$ cat config.mk
export PLATFORM = sky130hd
export DESIGN_NAME = if_fetch_stage
export DESIGN_NICKNAME = d
export VERILOG_FILES = /design/src/rtl/pipe_pkg.sv /design/src/rtl/if_fetch_stage.sv
export SDC_FILE = /design/constraint.sdc
export NUM_CORES = 1
export LEC_CHECK = 0
export CAP_MARGIN = 20
export CORE_UTILIZATION = 30
export DETAILED_ROUTE_END_ITERATION = 7
export SKIP_CTS_REPAIR_TIMING = 1
export SYNTH_ARGS = -nofsm -noshare
export SYNTH_HDL_FRONTEND = slang
export SYNTH_SLANG_ARGS = --single-unit
$ cat constraint.sdc
create_clock -name i_clk -period 4.34 [get_ports i_clk]
set_input_delay 1.085 -clock i_clk [delete_from_list [all_inputs] [get_ports i_clk]]
set_output_delay 1.085 -clock i_clk [all_outputs]
set_load 0.01 [all_outputs]
$ cat src/rtl/pipe_pkg.sv
// Types and constants shared by the IF stage, ID stage and hazard unit.
package pipe_pkg;

    localparam logic [31:0] NOP_INSTR        = 32'h0000_0000;
    localparam logic [31:0] DEFAULT_RESET_PC = 32'h0000_0000;
    localparam logic [31:0] PC_STEP          = 32'd4;

    typedef enum logic [1:0] {
        FETCH = 2'd0,
        WAIT  = 2'd1,
        HELD  = 2'd2,
        DRAIN = 2'd3
    } fetch_state_e;

    localparam int RS_MSB  = 25;
    localparam int RS_LSB  = 21;
    localparam int RT_MSB  = 20;
    localparam int RT_LSB  = 16;
    localparam int IMM_MSB = 15;
    localparam int IMM_LSB = 0;

    function automatic logic [31:0] pc_align(input logic [31:0] addr);
        return addr & 32'hFFFF_FFFC;
    endfunction

endpackage

$ cat src/rtl/if_fetch_stage.sv
// Instruction fetch stage with IF/ID register and one-entry skid buffer;
// single outstanding imem request, honours hazard-unit stall and redirect.
//
// state | meaning
// FETCH | issue a request at pc
// WAIT  | request outstanding
// HELD  | response parked in skid buffer, IF/ID stalled
// DRAIN | discard the stale response of a redirected fetch
module if_fetch_stage #(
    parameter logic [31:0] RESET_PC  = pipe_pkg::DEFAULT_RESET_PC,
    parameter logic [31:0] NOP_INSTR = pipe_pkg::NOP_INSTR
) (
    input  logic        i_clk,
    input  logic        i_rst_n,
    input  logic        i_pc_write,
    input  logic        i_if_id_write,
    input  logic        i_branch_taken,
    input  logic [31:0] i_bta,
    output logic        o_imem_req,
    output logic [31:0] o_imem_addr,
    input  logic        i_imem_rvalid,
    input  logic [31:0] i_imem_rdata,
    output logic [31:0] o_pc,
    output logic [31:0] o_if_id_pc,
    output logic [31:0] o_if_id_instr,
    output logic        o_if_id_valid,
    output logic [4:0]  o_if_id_rs,
    output logic [4:0]  o_if_id_rt,
    output logic [15:0] o_if_id_imm
);
    import pipe_pkg::*;

    fetch_state_e r_state;
    logic [31:0]  r_pc;
    logic [31:0]  r_if_id_pc;
    logic [31:0]  r_if_id_instr;
    logic         r_if_id_valid;
    logic [31:0]  r_skid_pc;
    logic [31:0]  r_skid_instr;

    fetch_state_e w_state_nxt;
    logic [31:0]  w_pc_nxt;
    logic [31:0]  w_if_id_pc_nxt;
    logic [31:0]  w_if_id_instr_nxt;
    logic         w_if_id_valid_nxt;
    logic [31:0]  w_skid_pc_nxt;
    logic [31:0]  w_skid_instr_nxt;
    logic         w_commit;
    logic         w_bubble;
    logic [31:0]  w_bta_aligned;

    assign w_commit      = i_pc_write && i_if_id_write;
    assign w_bta_aligned = pc_align(i_bta);

    always_comb begin
        w_state_nxt       = r_state;
        w_pc_nxt          = r_pc;
        w_if_id_pc_nxt    = r_if_id_pc;
        w_if_id_instr_nxt = r_if_id_instr;
        w_if_id_valid_nxt = r_if_id_valid;
        w_skid_pc_nxt     = r_skid_pc;
        w_skid_instr_nxt  = r_skid_instr;
        w_bubble          = 1'b0;

        if (i_branch_taken) begin
            // Redirect wins over stall and over any response this cycle.
            w_pc_nxt          = w_bta_aligned;
            w_if_id_instr_nxt = NOP_INSTR;
            w_if_id_valid_nxt = 1'b0;
            w_skid_pc_nxt     = 32'h0;
            w_skid_instr_nxt  = 32'h0;
            if (((r_state == WAIT) || (r_state == DRAIN)) && !i_imem_rvalid)
                w_state_nxt = DRAIN;
            else
                w_state_nxt = FETCH;
        end else begin
            case (r_state)
                FETCH: begin
                    w_state_nxt = WAIT;
                    w_bubble    = i_if_id_write;
                end
                WAIT: begin
                    if (i_imem_rvalid) begin
                        if (w_commit) begin
                            w_if_id_instr_nxt = i_imem_rdata;
                            w_if_id_pc_nxt    = r_pc;
                            w_if_id_valid_nxt = 1'b1;
                            w_pc_nxt          = r_pc + PC_STEP;
                            w_state_nxt       = FETCH;
                        end else begin
                            w_skid_instr_nxt = i_imem_rdata;
                            w_skid_pc_nxt    = r_pc;
                            w_state_nxt      = HELD;
                            w_bubble         = i_if_id_write;
                        end
                    end else begin
                        w_bubble = i_if_id_write;
                    end
                end
                HELD: begin
                    if (w_commit) begin
                        w_if_id_instr_nxt = r_skid_instr;
                        w_if_id_pc_nxt    = r_skid_pc;
                        w_if_id_valid_nxt = 1'b1;
                        w_pc_nxt          = r_pc + PC_STEP;
                        w_skid_pc_nxt     = 32'h0;
                        w_skid_instr_nxt  = 32'h0;
                        w_state_nxt       = FETCH;
                    end else begin
                        // pc_write low with IF/ID open: keep the parked word, send a bubble
                        w_bubble = i_if_id_write;
                    end
                end
                DRAIN: begin
                    if (i_imem_rvalid)
                        w_state_nxt = FETCH;
                    w_bubble = i_if_id_write;
                end
                default: begin
                    w_state_nxt = FETCH;
                end
            endcase

            if (w_bubble) begin
                w_if_id_instr_nxt = NOP_INSTR;
                w_if_id_valid_nxt = 1'b0;
            end
        end
    end

    always_ff @(posedge i_clk or negedge i_rst_n) begin
        if (!i_rst_n) begin
            r_state       <= FETCH;
            r_pc          <= RESET_PC;
            r_if_id_pc    <= 32'h0;
            r_if_id_instr <= NOP_INSTR;
            r_if_id_valid <= 1'b0;
            r_skid_pc     <= 32'h0;
            r_skid_instr  <= 32'h0;
        end else begin
            r_state       <= w_state_nxt;
            r_pc          <= w_pc_nxt;
            r_if_id_pc    <= w_if_id_pc_nxt;
            r_if_id_instr <= w_if_id_instr_nxt;
            r_if_id_valid <= w_if_id_valid_nxt;
            r_skid_pc     <= w_skid_pc_nxt;
            r_skid_instr  <= w_skid_instr_nxt;
        end
    end

    // Gated by reset so no request escapes while the state is forced to FETCH.
    assign o_imem_req    = i_rst_n && (r_state == FETCH) && !i_branch_taken;
    assign o_imem_addr   = r_pc;
    assign o_pc          = r_pc;
    assign o_if_id_pc    = r_if_id_pc;
    assign o_if_id_instr = r_if_id_instr;
    assign o_if_id_valid = r_if_id_valid;
    assign o_if_id_rs    = r_if_id_instr[RS_MSB:RS_LSB];
    assign o_if_id_rt    = r_if_id_instr[RT_MSB:RT_LSB];
    assign o_if_id_imm   = r_if_id_instr[IMM_MSB:IMM_LSB];

endmodule
Yosys cells after proc, flatten, opt, wreduce, memory -nomap -nowiden
Index checks and enable logic that the tools add are counted.
- add/subtract/negate cells: 1
- eq/ne operators: 13
- multiplexer cells: 39
- bitwise gates (word level): 1
- reductions and logical operators: 18
- operator list (operator ; number):
    $mux 32 ; 18
    $pmux 32 s2 ; 5
    $add 32x3->32 const B ; 1
    $mux 2 ; 6
    $ne 3x3->1 const B ; 4
    $ne 4x3->1 const B ; 2
    $pmux 2 s4 ; 1
    $reduce_and 4->1 ; 2
    $mux 1 ; 7
    $ne 2x2->1 const B ; 3
    $reduce_and 5->1 ; 1
    $eq 2x2->1 const B ; 2
    $logic_and 1x1->1 ; 4
    $ne 4x4->1 const B ; 1
    $reduce_and 2->1 ; 2
    $reduce_bool 4->1 ; 1
    $pmux 1 s3 ; 1
    $reduce_and 3->1 ; 1
    $reduce_bool 3->1 ; 1
    $eq 2x1->1 const B ; 1
    $logic_not 1->1 ; 2
    $logic_not 2->1 ; 1
    $pmux 1 s2 ; 1
    $reduce_bool 2->1 ; 1
    other kinds (3) ; 3
- flip-flop bits (word level): 163
- bits of input ports: 70
- output and inout port bits: 156
- logic and storage cells: 79

Depth between registers and ports, before layout
- word-level depth: 7
- depth in mapped cells: 9
- gate-level depth less buffers: 6

Least setup slack after synthesis
Ideal clock, no wire load.
- path kind: input port to output port
- from: input i_branch_taken
- to: output o_imem_req
- arrival time: 1.709 ns
- data required time: 3.255 ns
- path slack: 1.546 ns
- cell stages on the path: 3
- path buffers: 1
- cells stage by stage: inv_1 clkbuf_1 and3_1
- word-level cells in the longest chain between the ends: 2
- RTL lines (element ; line ; RTL):
    start, declared ; if_fetch_stage.sv:17 ; input logic i_branch_taken,
    $logic_not 1->1 ; if_fetch_stage.sv:152 ; assign o_imem_req = i_rst_n && (r_state == FETCH) && !i_branch_taken;
    $logic_and 1x1->1 ; if_fetch_stage.sv:152 ;
    end, declared ; if_fetch_stage.sv:19 ; output logic o_imem_req,
Every way passes these cells.

Worst setup path after layout
Ends and elaborated chain as after synthesis.

==> results.py <==
metrics = {
    "outcome": {
        "outcome": "complete, no violations",
    },
    "clock_tree": {
        "htreeDepth": 4,
        "root_buffer": "sky130_fd_sc_hd__clkbuf_16",
        "clk_transition_reported_paths_ns": 0.06,
        "tritoncts": "yes",
        "cts.sink_count": 159,
        "max-clock-path-buffers": 2,
        "clock_buffers_created_by_tritoncts": 17,
        "clock_latency_ns": 0.43,
    },
    "global_routing": {
        "grt_max_degree": 68,
        "first_global_vias": 5785,
        "antenna_found_initial": 0,
        "grt_first_pass_wirelength_um": 33990,
        "globalRouteOverflowTotal": 0,
        "track_usage_pct": 16.62,
    },
    "synth": {
        "yosys_most_used_dff": "sky130_fd_sc_hd__dfrtp_1",
        "yosys_warnings": 0,
        "asyncSetResetFlopFracSynth_pct": 100.0,
        "count_of_mapped_cells_out_of_synthesis": 703,
        "synth-seq-area-share_pct": 50.78,
        "number_of_flops_mapped_to_enable_cells_by_yosys": 0,
        "yosysUniqueCellTypes": 44,
        "mean_instance_size_in_the_synthesized_netlist_um2": 11.15,
        "syn_area_mm2": 0.007835,
        "yosys_register_bits": 159,
    },
    "detailed_routing": {
        "dr.first_iter.drc_count": 419,
        "totalWireLength_um": 21810,
        "routed_wire_length_per_instance_um": 18.37,
        "first_pass_iters": 4,
        "vias": 6002,
        "route.antenna.remaining_nets": 0,
        "drc": 0,
        "routed_via_density": 5.056,
    },
    "sta": {
        "rsz0062_at_grt": "false",
        "clock.fmax_ghz": 0.2971,
        "setup-tns-final_ns": 0,
        "setup_viol": 0,
        "final_number_of_hold_violating_endpoints": 0,
        "slew-limit-headroom_pct": 43.84,
        "timing_max_transition_violations_final": 0,
        "worst-slew-pin-transition_ns": 0.8424,
        "timing.final.crit_share_pct": 77.55,
        "layout_min_cycle_time_ns": 3.366,
        "worst_clock_skew_ns": 0.01464,
    },
    "die": {
        "placement_rows": 58,
        "floorplan.io_pins": 226,
        "fp.dieW_um": 163.6,
        "core_mm2": 0.02540,
        "starting_density_of_the_core_pct": 30.85,
        "dieArea_mm2": 0.02677,
        "die_h_um": 163.6,
    },
    "final_layout": {
        "fin_area_mm2": 0.01049,
        "finish.net_count": 919,
        "layout.core_utilization_pct": 41.30,
        "flow.area_growth_from_synthesis_pct": 33.87,
        "antenna_cells": 0,
        "layout_cell_share_with_drive_strength_beyond_1_pct": 12.84,
        "filler_cell_count": 2489,
        "stdcell_count": 1187,
    },
    "worst_setup_path": {
        "timing.critical_path.slowest_cell_delay_ns": 0.54,
        "worst-setup-path-type": "primary input to output pin",
        "timing.critical_path.max_delay_family": "buffers and inverters",
        "worstPathBufferInverterCount": 3,
        "endpoint_kind": "output pin",
        "critPathLaunchType": "primary input",
        "crit_chain": "clkdlybuf4s50_1 -> inv_1 -> and3_1 -> clkdlybuf4s50_1",
        "critical_path.most_common_cell": "sky130_fd_sc_hd__clkdlybuf4s50_1",
        "crit_arrival_ns": 2.28,
        "timing.critical_path.required_ns": 3.25,
        "worst-path-max-fanout": 2,
        "crit_slowest_cell": "sky130_fd_sc_hd__clkdlybuf4s50_1",
    },
    "worst_hold_path": {
        "hold_crit_path_type": "flop to flop",
    },
    "flow_run": {
        "max_cap_violations": 0,
    },
    "power_and_ir_drop": {
        "report.power.total_w": 0.005158,
        "vdd.ir_drop.worst_mv": 0.2415,
        "power_leakage_nw": 4.223,
        "pwr_density_cell_mw_per_mm2": 491.8,
    },
    "placed_design": {
        "place.detailed.hpwl_um": 14010,
        "detailed_place.area_mm2": 0.009915,
        "gp_congestion": 0.7282,
        "place.port_buffers": 219,
        "placedCellCount": 1155,
    },
}
state kept, by name, indices dropped and copies added, names as in the netlist:
signal,cells
o_if_id_pc,31
r_skid_pc,31
o_if_id_instr,32
r_state,2
o_imem_addr,30
o_if_id_valid,1
r_skid_instr,32
path summary, 6_finish.rpt:
| path | start | depth (start not counted) | to | slack [ns] |
|---|---|---|---|---|
| max | i_branch_taken | 4 | o_imem_req | 0.97 |
| max in group asynchronous | i_rst_n | 3 | o_if_id_pc[19] | 2.16 |
| max reg2reg | r_state[0] | 6 | o_imem_addr[29] | 1.43 |
| min reg2reg | r_skid_pc[1] | 1 | r_skid_pc[1] | 0.48 |
| min in group asynchronous | i_rst_n | 2 | o_imem_addr[23] | 0.80 |
| min | r_skid_pc[1] | 1 | r_skid_pc[1] | 0.48 |
layout make-up:
class	count	area [µm²]	share of cell area, %
sequential	159	3979	37.93
timing repair buffer	233	2311	22.03
inverter	10	37.54	0.3579
tap	330	412.9	3.937
clock buffer	17	425.4	4.056
clock inverter	15	148.9	1.420
multi-input combinational	423	3174	30.26
report_power, final:
group	switching (W)	total [W]	leakage [nW]	internal, W
combinational	0.000767	0.00168	1.87	0.000917
clock	0.000696	0.00151	0.284	0.000811
sequential	0.000207	0.00197	2.06	0.00176
total	0.00167	0.00516	4.22	0.00349
placed cells by master, fill, tap and decap left out, types with 4 or more instances in the layout:
cell type | netlist | layout
sky130_fd_sc_hd__and3_1 | 5 | 5
sky130_fd_sc_hd__o31ai_1 | 11 | 11
sky130_fd_sc_hd__and4_1 | 6 | 6
sky130_fd_sc_hd__a211oi_1 | 32 | 32
sky130_fd_sc_hd__mux2_2 | 57 | 57
sky130_fd_sc_hd__nand2_1 | 32 | 32
sky130_fd_sc_hd__o41ai_1 | 4 | 4
sky130_fd_sc_hd__dfrtp_1 | 159 | 159
sky130_fd_sc_hd__nand3_1 | 16 | 16
sky130_fd_sc_hd__nand4_1 | 10 | 10
sky130_fd_sc_hd__nor2_1 | 54 | 53
sky130_fd_sc_hd__ha_1 | 5 | 4
sky130_fd_sc_hd__a22o_1 | 61 | 61
sky130_fd_sc_hd__buf_4 | 62 | 13
sky130_fd_sc_hd__xnor2_1 | 6 | 6
sky130_fd_sc_hd__a31oi_1 | 19 | 19
sky130_fd_sc_hd__clkbuf_16 | 0 | 17
sky130_fd_sc_hd__inv_1 | 10 | 10
sky130_fd_sc_hd__or4_1 | 12 | 12
sky130_fd_sc_hd__conb_1 | 1 | 4
sky130_fd_sc_hd__inv_6 | 0 | 7
sky130_fd_sc_hd__clkdlybuf4s50_1 | 0 | 218
sky130_fd_sc_hd__nor4_1 | 5 | 4
sky130_fd_sc_hd__mux2i_1 | 35 | 35
sky130_fd_sc_hd__o21ai_0 | 15 | 15
cells by family after synthesis:
logic type / after synthesis / synth area share (%)
muxes: 92 / 12.66
adders and majority gates: 5 / 0.7985
and+or+nand+nor: 157 / 10.28
DFF: 159 / 50.78
other: 1 / 0.04786
AOI/OAI and AO/OA: 157 / 15.33
xor gates and xnor gates: 8 / 0.8943
buffers and inverters: 124 / 9.198
per-stage QoR:
stage	setup slack [ns]	hold WS, ns
after floorplan	1.546	0.4496
after global placement	0.9173	0.4652
after detailed placement	0.9112	0.4752
after CTS	0.9755	0.4912
after global routing	0.9286	0.5114
final	0.9742	0.4825
synth_stat cells, drive strengths merged, types with 2 or more instances:
master    n  area (µm²)
dfrtp   159        3979
buf      76       540.5
a22o     61       534.3
mux2     57       641.9
nor2     54       202.7
clkbuf   38       142.6
mux2i    35       350.3
a211oi   32       240.2
nand2    32       120.1
a31oi    19       118.9
nand3    16       80.08
o21ai    15       75.07
or4      12       90.09
o31ai    11       82.58
inv      10       37.54
nand4    10       62.56
and4      6       52.55
nor4      6       52.55
xnor2     6       52.55
and3      5       31.28
ha        5       62.56
o41ai     4       35.03
a21oi     3       15.01
and2      3       18.77
o211ai    3       22.52
o31a      3       26.28
or3       3       18.77
or4b      3       30.03
nand2b    2       12.51
nand4b    2       17.52
nor3      2       10.01
xor2      2       17.52
layer usage:
| metal | global-route usage, % | up-vias | part of all wire, % |
|---|---|---|---|
| li1 | - | 2814 | - |
| met1 | 23.13 | 3009 | 47 |
| met2 | 25.71 | 167 | 46 |
| met3 | 3.834 | 12 | 5.6 |
| met4 | 4.545 | 0 | 0.80 |
| met5 | 0 | - | 0 |
(Power assumes the default switching activity.)
